<file path="config.mk">
export PLATFORM = sky130hd
export DESIGN_NAME = leapfrog_update_flat
export DESIGN_NICKNAME = d
export VERILOG_FILES = /design/src/rtl/nbody_pkg.sv /design/src/rtl/leapfrog_update_if.sv /design/src/rtl/leapfrog_axis.sv /design/src/rtl/leapfrog_update.sv /design/src/flat_wrapper.sv
export SDC_FILE = /design/constraint.sdc
export NUM_CORES = 2
export LEC_CHECK = 0
export BUFFER_PORTS_ARGS = -buffer_cell sky130_fd_sc_hd__buf_2
export CORE_AREA = 2 2 399 401
export DETAILED_ROUTE_END_ITERATION = 12
export DIE_AREA = 0 0 401 403
export PLACE_DENSITY = 0.59
export SETUP_SLACK_MARGIN = 0.15
export SYNTH_ARGS = -nofsm -noshare
export SYNTH_HDL_FRONTEND = slang
export SYNTH_SLANG_ARGS = --single-unit
</file>
<file path="constraint.sdc">
create_clock -name clk -period 5.6 [get_ports clk]
set_clock_uncertainty 0.1 [all_clocks]
set_input_delay 0.84 -clock clk [delete_from_list [all_inputs] [get_ports clk]]
set_output_delay 0.84 -clock clk [all_outputs]
set_load 0.03 [all_outputs]
</file>
<file path="src/rtl/nbody_pkg.sv">
// Shared N-body sizing defaults, body/vector payload types and integrator FSM states.
package nbody_pkg;

    localparam int unsigned BODIES_DEF     = 512;
    localparam int unsigned DATA_WIDTH_DEF = 64;
    localparam int unsigned DT_SHIFT_DEF   = 10;

    typedef struct packed {
        logic [DATA_WIDTH_DEF-1:0] x;
        logic [DATA_WIDTH_DEF-1:0] y;
        logic [DATA_WIDTH_DEF-1:0] z;
    } vec3_t;

    typedef struct packed {
        logic [DATA_WIDTH_DEF-1:0] px;
        logic [DATA_WIDTH_DEF-1:0] py;
        logic [DATA_WIDTH_DEF-1:0] pz;
        logic [DATA_WIDTH_DEF-1:0] vx;
        logic [DATA_WIDTH_DEF-1:0] vy;
        logic [DATA_WIDTH_DEF-1:0] vz;
    } body_state_t;

    typedef enum logic [2:0] {
        LF_IDLE   = 3'd0,
        LF_WAIT_A = 3'd1,
        LF_READ   = 3'd2,
        LF_CALC   = 3'd3,
        LF_WRITE  = 3'd4,
        LF_FIN    = 3'd5
    } lf_state_t;

endpackage

</file>
<file path="src/rtl/leapfrog_update_if.sv">
// Control, acceleration-stream and body-state memory bus of the leapfrog integrator.
interface leapfrog_update_if
    import nbody_pkg::*;
#(
    parameter int unsigned BODIES     = BODIES_DEF,
    parameter int unsigned DATA_WIDTH = DATA_WIDTH_DEF
);
    localparam int unsigned IW = $clog2(BODIES);

    logic                    start;
    logic                    busy;
    logic                    done;
    logic                    accel_valid;
    logic                    accel_ready;
    logic [IW-1:0]           accel_idx;
    logic [DATA_WIDTH-1:0]   accel_x;
    logic [DATA_WIDTH-1:0]   accel_y;
    logic [DATA_WIDTH-1:0]   accel_z;
    logic                    st_rd_en;
    logic [IW-1:0]           st_rd_addr;
    logic [6*DATA_WIDTH-1:0] st_rd_data;
    logic                    st_wr_en;
    logic [IW-1:0]           st_wr_addr;
    logic [6*DATA_WIDTH-1:0] st_wr_data;
    logic                    idx_err;
    logic [31:0]             step_count;

    modport slave (
        input  start, accel_valid, accel_idx, accel_x, accel_y, accel_z, st_rd_data,
        output busy, done, accel_ready, st_rd_en, st_rd_addr, st_wr_en, st_wr_addr,
               st_wr_data, idx_err, step_count
    );

    modport master (
        output start, accel_valid, accel_idx, accel_x, accel_y, accel_z, st_rd_data,
        input  busy, done, accel_ready, st_rd_en, st_rd_addr, st_wr_en, st_wr_addr,
               st_wr_data, idx_err, step_count
    );

endinterface

</file>
<file path="src/rtl/leapfrog_axis.sv">
// One-axis kick/drift: v' = v + (a >>> DT_SHIFT), p' = p + (v' >>> DT_SHIFT).
// Define LEAPFROG_SAT_EN to saturate both additions instead of wrapping.
module leapfrog_axis
    import nbody_pkg::*;
#(
    parameter int unsigned DATA_WIDTH = DATA_WIDTH_DEF,
    parameter int unsigned DT_SHIFT   = DT_SHIFT_DEF
) (
    input  logic [DATA_WIDTH-1:0] acc,
    input  logic [DATA_WIDTH-1:0] pos,
    input  logic [DATA_WIDTH-1:0] vel,
    output logic [DATA_WIDTH-1:0] pos_next_c,
    output logic [DATA_WIDTH-1:0] vel_next_c
);
    localparam int unsigned MSB = DATA_WIDTH - 1;

    function automatic logic [DATA_WIDTH-1:0] add_w(input logic [DATA_WIDTH-1:0] x,
                                                     input logic [DATA_WIDTH-1:0] y);
        logic [DATA_WIDTH-1:0] s;
        s = x + y;
`ifdef LEAPFROG_SAT_EN
        // Overflow only when both operands share a sign the sum does not keep
        if ((x[MSB] == y[MSB]) && (s[MSB] != x[MSB]))
            s = x[MSB] ? {1'b1, {MSB{1'b0}}} : {1'b0, {MSB{1'b1}}};
`endif
        return s;
    endfunction

    logic [DATA_WIDTH-1:0] kick;
    logic [DATA_WIDTH-1:0] vel_new;
    logic [DATA_WIDTH-1:0] drift;

    always_comb begin
        kick       = DATA_WIDTH'($signed(acc) >>> DT_SHIFT);
        vel_new    = add_w(vel, kick);
        drift      = DATA_WIDTH'($signed(vel_new) >>> DT_SHIFT);
        vel_next_c = vel_new;
        pos_next_c = add_w(pos, drift);
    end

endmodule

</file>
<file path="src/rtl/leapfrog_update.sv">
// Leapfrog step sequencer: per body, take one acceleration, read state, kick/drift, write back.
// Saturating arithmetic is selected by defining LEAPFROG_SAT_EN (see leapfrog_axis).
module leapfrog_update
    import nbody_pkg::*;
#(
    parameter int unsigned BODIES     = BODIES_DEF,
    parameter int unsigned DATA_WIDTH = DATA_WIDTH_DEF,
    parameter int unsigned DT_SHIFT   = DT_SHIFT_DEF
) (
    input  logic             clk,
    input  logic             rst,
    leapfrog_update_if.slave bus
);
    localparam int unsigned   IW   = $clog2(BODIES);
    localparam int unsigned   SW   = 6 * DATA_WIDTH;
    localparam logic [IW-1:0] LAST = IW'(BODIES - 1);

    lf_state_t                   state;
    logic [IW-1:0]               idx;
    logic [IW-1:0]               rd_addr;
    logic [IW-1:0]               wr_addr;
    logic                        busy;
    logic                        done;
    logic                        accel_ready;
    logic                        rd_en;
    logic                        wr_en;
    logic                        idx_err;
    logic [31:0]                 step_count;
    logic [2:0][DATA_WIDTH-1:0]  acc;
    logic [SW-1:0]               cur;
    logic [SW-1:0]               nxt;
    logic [SW-1:0]               wr_data;

    // State layout is {px,py,pz,vx,vy,vz}; axis k=0 is x
    for (genvar k = 0; k < 3; k++) begin : g_axis
        leapfrog_axis #(
            .DATA_WIDTH (DATA_WIDTH),
            .DT_SHIFT   (DT_SHIFT)
        ) u_axis (
            .acc        (acc[k]),
            .pos        (cur[(5-k)*DATA_WIDTH +: DATA_WIDTH]),
            .vel        (cur[(2-k)*DATA_WIDTH +: DATA_WIDTH]),
            .pos_next_c (nxt[(5-k)*DATA_WIDTH +: DATA_WIDTH]),
            .vel_next_c (nxt[(2-k)*DATA_WIDTH +: DATA_WIDTH])
        );
    end

    always_ff @(posedge clk or negedge rst) begin
        if (!rst) begin
            state       <= LF_IDLE;
            idx         <= '0;
            rd_addr     <= '0;
            wr_addr     <= '0;
            busy        <= 1'b0;
            done        <= 1'b0;
            accel_ready <= 1'b0;
            rd_en       <= 1'b0;
            wr_en       <= 1'b0;
            idx_err     <= 1'b0;
            step_count  <= '0;
            acc         <= '0;
            cur         <= '0;
            wr_data     <= '0;
        end else begin
            done  <= 1'b0;
            rd_en <= 1'b0;
            wr_en <= 1'b0;
            case (state)
                LF_IDLE: begin
                    if (bus.start) begin
                        idx         <= '0;
                        idx_err     <= 1'b0;
                        busy        <= 1'b1;
                        accel_ready <= 1'b1;
                        state       <= LF_WAIT_A;
                    end
                end
                LF_WAIT_A: begin
                    if (bus.accel_valid && accel_ready) begin
                        acc         <= {bus.accel_z, bus.accel_y, bus.accel_x};
                        if (bus.accel_idx != idx) idx_err <= 1'b1;
                        rd_en       <= 1'b1;
                        rd_addr     <= idx;
                        accel_ready <= 1'b0;
                        state       <= LF_READ;
                    end
                end
                // First READ cycle carries the request; data lands on the second
                LF_READ: begin
                    if (!rd_en) begin
                        cur   <= bus.st_rd_data;
                        state <= LF_CALC;
                    end
                end
                LF_CALC: begin
                    wr_en   <= 1'b1;
                    wr_addr <= idx;
                    wr_data <= nxt;
                    state   <= LF_WRITE;
                end
                LF_WRITE: begin
                    if (idx == LAST) begin
                        done       <= 1'b1;
                        step_count <= step_count + 32'd1;
                        state      <= LF_FIN;
                    end else begin
                        idx         <= idx + IW'(1);
                        accel_ready <= 1'b1;
                        state       <= LF_WAIT_A;
                    end
                end
                LF_FIN: begin
                    busy  <= 1'b0;
                    state <= LF_IDLE;
                end
                default: begin
                    busy        <= 1'b0;
                    accel_ready <= 1'b0;
                    state       <= LF_IDLE;
                end
            endcase
        end
    end

    assign bus.busy        = busy;
    assign bus.done        = done;
    assign bus.accel_ready = accel_ready;
    assign bus.st_rd_en    = rd_en;
    assign bus.st_rd_addr  = rd_addr;
    assign bus.st_wr_en    = wr_en;
    assign bus.st_wr_addr  = wr_addr;
    assign bus.st_wr_data  = wr_data;
    assign bus.idx_err     = idx_err;
    assign bus.step_count  = step_count;

endmodule

</file>
<file path="src/flat_wrapper.sv">
// flat-port wrapper written by rule: the top's interface ports become plain ports
module leapfrog_update_flat import nbody_pkg::*;
#(
    parameter int unsigned BODIES     = BODIES_DEF,
    parameter int unsigned DATA_WIDTH = DATA_WIDTH_DEF,
    parameter int unsigned DT_SHIFT   = DT_SHIFT_DEF
)
  (clk, rst, bus_start, bus_accel_valid, bus_accel_idx, bus_accel_x, bus_accel_y, bus_accel_z, bus_st_rd_data, bus_busy, bus_done, bus_accel_ready, bus_st_rd_en, bus_st_rd_addr, bus_st_wr_en, bus_st_wr_addr, bus_st_wr_data, bus_idx_err, bus_step_count);
  leapfrog_update_if #(.BODIES(BODIES), .DATA_WIDTH(DATA_WIDTH)) bus_i ();
  input  logic clk;
  input  logic rst;
  input wire logic [$bits(bus_i.start)-1:0] bus_start;
  input wire logic [$bits(bus_i.accel_valid)-1:0] bus_accel_valid;
  input wire logic [$bits(bus_i.accel_idx)-1:0] bus_accel_idx;
  input wire logic [$bits(bus_i.accel_x)-1:0] bus_accel_x;
  input wire logic [$bits(bus_i.accel_y)-1:0] bus_accel_y;
  input wire logic [$bits(bus_i.accel_z)-1:0] bus_accel_z;
  input wire logic [$bits(bus_i.st_rd_data)-1:0] bus_st_rd_data;
  output wire logic [$bits(bus_i.busy)-1:0] bus_busy;
  output wire logic [$bits(bus_i.done)-1:0] bus_done;
  output wire logic [$bits(bus_i.accel_ready)-1:0] bus_accel_ready;
  output wire logic [$bits(bus_i.st_rd_en)-1:0] bus_st_rd_en;
  output wire logic [$bits(bus_i.st_rd_addr)-1:0] bus_st_rd_addr;
  output wire logic [$bits(bus_i.st_wr_en)-1:0] bus_st_wr_en;
  output wire logic [$bits(bus_i.st_wr_addr)-1:0] bus_st_wr_addr;
  output wire logic [$bits(bus_i.st_wr_data)-1:0] bus_st_wr_data;
  output wire logic [$bits(bus_i.idx_err)-1:0] bus_idx_err;
  output wire logic [$bits(bus_i.step_count)-1:0] bus_step_count;
  assign bus_i.start = bus_start;
  assign bus_i.accel_valid = bus_accel_valid;
  assign bus_i.accel_idx = bus_accel_idx;
  assign bus_i.accel_x = bus_accel_x;
  assign bus_i.accel_y = bus_accel_y;
  assign bus_i.accel_z = bus_accel_z;
  assign bus_i.st_rd_data = bus_st_rd_data;
  assign bus_busy = bus_i.busy;
  assign bus_done = bus_i.done;
  assign bus_accel_ready = bus_i.accel_ready;
  assign bus_st_rd_en = bus_i.st_rd_en;
  assign bus_st_rd_addr = bus_i.st_rd_addr;
  assign bus_st_wr_en = bus_i.st_wr_en;
  assign bus_st_wr_addr = bus_i.st_wr_addr;
  assign bus_st_wr_data = bus_i.st_wr_data;
  assign bus_idx_err = bus_i.idx_err;
  assign bus_step_count = bus_i.step_count;
  leapfrog_update #(.BODIES(BODIES), .DATA_WIDTH(DATA_WIDTH), .DT_SHIFT(DT_SHIFT)) u_core (.clk(clk), .rst(rst), .bus(bus_i));
endmodule
</file>
==> flow_metrics.env <==
export IMPL_post_synth_instance_area_um2=58100
export IMPL_routed_wl_mm=235
export IMPL_max_slew_margin_rel_pct=21.8
export IMPL_area_of_the_multi_input_gates_um2=35200
export IMPL_synth_edff_count=0
export IMPL_wl_per_cell_um=22.5
export IMPL_postSynthRegisterBits=998
export IMPL_timing_critical_path_to_type="flop"
export IMPL_gr_max_usage_layer="met2"
export IMPL_first_global_vias=54600
export IMPL_mostFrequentLayoutCell="sky130_fd_sc_hd__nand2_1"
export IMPL_setup_worst_path_class="reg -> reg"
export IMPL_worst_reg2reg_setup_slack_ns=-0.38
export IMPL_drt_vias_per_instance=5.23
export IMPL_holdCritPathClass="in -> async"
export IMPL_cts_buffer_depth=3
export IMPL_fin_nets=9250
export IMPL_areaGrowthSynthToFinish_pct=41.9
export IMPL_floorplan_core_area_um2=157000
export IMPL_data_arrival_time_of_the_critical_path_ns=6.51
export IMPL_worst_slew_pin_transition_ns=1.17
export IMPL_fillers=14500
export IMPL_global_routing_met2_resource_utilization_pct=46.0
export IMPL_first_pass_grt_wire_length_mm=344
export IMPL_number_of_drc_violations_after_detailed_routing_iteration_0=3940
export IMPL_post_route_drc_count=0
export IMPL_timing_critical_path_from_type="flop"
export IMPL_violations="negative setup slack"
export IMPL_design_die_area_um2=162000
export IMPL_worst_reg2reg_startpoint="u_core.cur[65]"
export IMPL_fp_dieH_um=403
export IMPL_report_final_setup_viol=38
export IMPL_globalRouteTotalUtil_pct=28.0
export IMPL_syn_num_nets=7134
export IMPL_clkSinkCount=998
export IMPL_cts_clk_slew_worst_paths_ns=0.07
export IMPL_placement_setup_worst_slack_ns=-0.836
export IMPL_clk_insertion_delay_late_ns=0.77
export IMPL_number_of_h_tree_branching_levels=3
export IMPL_die_width_um=401
export IMPL_clock_fmax_ghz=0.167
export IMPL_layout_drive_gt1_share_pct=40.7
export IMPL_max_cap_violations=0
export IMPL_timing_final_crit_share_pct=107
export IMPL_cts_made_buffers=113
export IMPL_crit_path_time_final_ns=5.98
export IMPL_synth_avg_cell_area_um2=9.43
export IMPL_grt_antenna_before_repair=47
export IMPL_status="complete, but fails checks"
export IMPL_yosys_warnings=0
export IMPL_gp_congestion=0.955
export IMPL_yosys_most_used_dff="sky130_fd_sc_hd__dfrtp_1"
export IMPL_timing_setup_tns_ns=-5.46
export IMPL_layout_area_seq_um2=25000
export IMPL_synth_cell_type_count=93
export IMPL_rsz0062_at_grt="yes"
export IMPL_dpl_hpwl_mm=183
export IMPL_dr_pass1_iters=5
export IMPL_mostFrequentLayoutCells="sky130_fd_sc_hd__nand2_1 (1,378), sky130_fd_sc_hd__buf_4 (1,158), sky130_fd_sc_hd__dfrtp_1 (998)"
export IMPL_final_setup_margin_ns=-0.384
export IMPL_synth_sequential_area_ratio_pct=43.0
export IMPL_tritoncts_clock_tree="done"
export IMPL_io_pins=1029
export IMPL_num_rows=146
export IMPL_pin_count_of_the_biggest_net_entering_global_routing=169
export IMPL_clock_tree_root_cell="sky130_fd_sc_hd__clkbuf_16"
export IMPL_portbufs=998
export IMPL_final_antenna_net_count=0
export IMPL_max_slew_violations=0
export IMPL_synthesis_instances=6158
export IMPL_hold_viol_final=0
export IMPL_gr_layer_usage_met1_pct=35.5
export IMPL_path_max_fanout=3
export IMPL_gr_usage_met3_pct=5.50
export IMPL_synth_async_sr_flop_share_pct=100
export IMPL_initial_core_util_pct=36.9
export IMPL_timing_critical_path_from="u_core.cur[65]"
export IMPL_globalRoute_totalOverflow=0
export IMPL_route_vias_total=54700
export IMPL_cp_required_ns=6.13
-- cell families after synthesis --
kind of cell               share of synthesized area, %
and+or+nand+nor                                    15.5
AOI/OAI and AO/OA                                  16.4
DFF                                                43.0
muxes                                              8.20
xor gates and xnor gates                           6.11
adders and majority gates                          8.42
buffers and inverters                              2.36
-- flip-flops by register name (all words and copies together) (netlist names) --
| register | count |
|---|---|
| u_core.bus.done | 1 |
| u_core.bus.accel_ready | 1 |
| u_core.bus.st_wr_data | 384 |
| u_core.bus.step_count | 32 |
| u_core.idx | 9 |
| u_core.bus.idx_err | 1 |
| u_core.bus.st_wr_addr | 9 |
| u_core.bus.st_wr_en | 1 |
| u_core.state | 3 |
| u_core.acc | 162 |
| u_core.bus.busy | 1 |
| u_core.bus.st_rd_addr | 9 |
| u_core.cur | 384 |
| u_core.bus.st_rd_en | 1 |
-- critical path: stages (launching register included) --
cell and delay [ns]:
sky130_fd_sc_hd__dfrtp_1 0.42, sky130_fd_sc_hd__ha_4 0.26, sky130_fd_sc_hd__a211oi_2 0.21, sky130_fd_sc_hd__buf_4 0.15
sky130_fd_sc_hd__o211a_4 0.18, sky130_fd_sc_hd__o211ai_1 0.12, sky130_fd_sc_hd__and2_4 0.18, sky130_fd_sc_hd__nand2_4 0.08
sky130_fd_sc_hd__o221ai_4 0.10, sky130_fd_sc_hd__a221o_1 0.36, sky130_fd_sc_hd__a221o_1 0.32, sky130_fd_sc_hd__a21oi_2 0.24
sky130_fd_sc_hd__o21ai_2 0.10, sky130_fd_sc_hd__xor2_2 0.23, sky130_fd_sc_hd__ha_4 0.24, sky130_fd_sc_hd__a21o_1 0.15
sky130_fd_sc_hd__a21o_1 0.17, sky130_fd_sc_hd__a221o_1 0.38, sky130_fd_sc_hd__or2_1 0.27, sky130_fd_sc_hd__a21oi_2 0.21
sky130_fd_sc_hd__nor3_2 0.08, sky130_fd_sc_hd__buf_4 0.14, sky130_fd_sc_hd__a2111o_1 0.50, sky130_fd_sc_hd__a41oi_4 0.29
sky130_fd_sc_hd__o2111ai_2 0.17, sky130_fd_sc_hd__o2111ai_2 0.10, sky130_fd_sc_hd__nand3_1 0.09
-- per-layer routing --
layer	up-vias	part of all wire [%]
li1	25800	-
met1	26800	42
met2	1637	47
met3	470	5.9
met4	30	5.4
met5	-	0.081
-- through the flow --
| step | instance area [um^2] | hold slack (ns) | utilization (%) | instances |
|---|---|---|---|---|
| 2_1_floorplan | 58100 | 0.350 | - | 6158 |
| 3_3_place_gp | 72900 | 0.349 | 46.3 | 10000 |
| 3_5_place_dp | 72900 | 0.355 | 46.3 | 10000 |
| 4_1_cts | 80000 | 0.0564 | 50.8 | 10400 |
| 5_1_grt | 82300 | 0.0893 | 52.3 | 10500 |
| 6_report | 82300 | 0.0719 | 52.3 | 10500 |
-- Yosys cell counts (all sizes together), types with 58 or more instances --
cell	n	area share (%)
nand2	1399	9.0
o21bai	89	1.2
xnor2	220	3.3
clkbuf	269	1.7
ha	381	8.2
nand4	94	1.0
xor2	185	2.8
o21ai	411	3.6
dfrtp	998	43
nor2b	58	0.63
mux2	419	8.1
nor2	217	1.4
inv	86	0.56
nand3	89	0.77
a21o	254	3.3
a21oi	396	3.4
-- final cells by class --
class                           instances  share of cell area (%)
Multi-Input combinational cell       4796                    42.7
Antenna cell                           17                  0.0517
Tap cell                             2072                    3.15
Clock inverter                         58                   0.957
Clock buffer                          152                    3.84
Timing Repair Buffer                 2279                    18.5
Inverter                               86                   0.416
Sequential cell                       998                    30.3
-- what timing repair did --
action                                  CTS  global route
pin swaps                               242           273
setup buffers                           136            81
endpoints found under the setup margin   99           112
gates resized for setup                 422           345
hold buffers                              0             0
-- worst paths after layout --
path / endpoint / cells past startpoint
worst max-delay path: u_core.bus.st_wr_data[318] / 26
worst min-delay path: u_core.bus.st_wr_data[306] / 1
worst max register to register: u_core.bus.st_wr_data[318] / 26
worst min register to register: u_core.bus.st_wr_data[181] / 2
max in group asynchronous: u_core.cur[137] / 3
min in group clk: u_core.acc[185] / 3
Power is not shown: default switching activity piles up to over one toggle a cycle in this logic, so the estimate is an artifact.
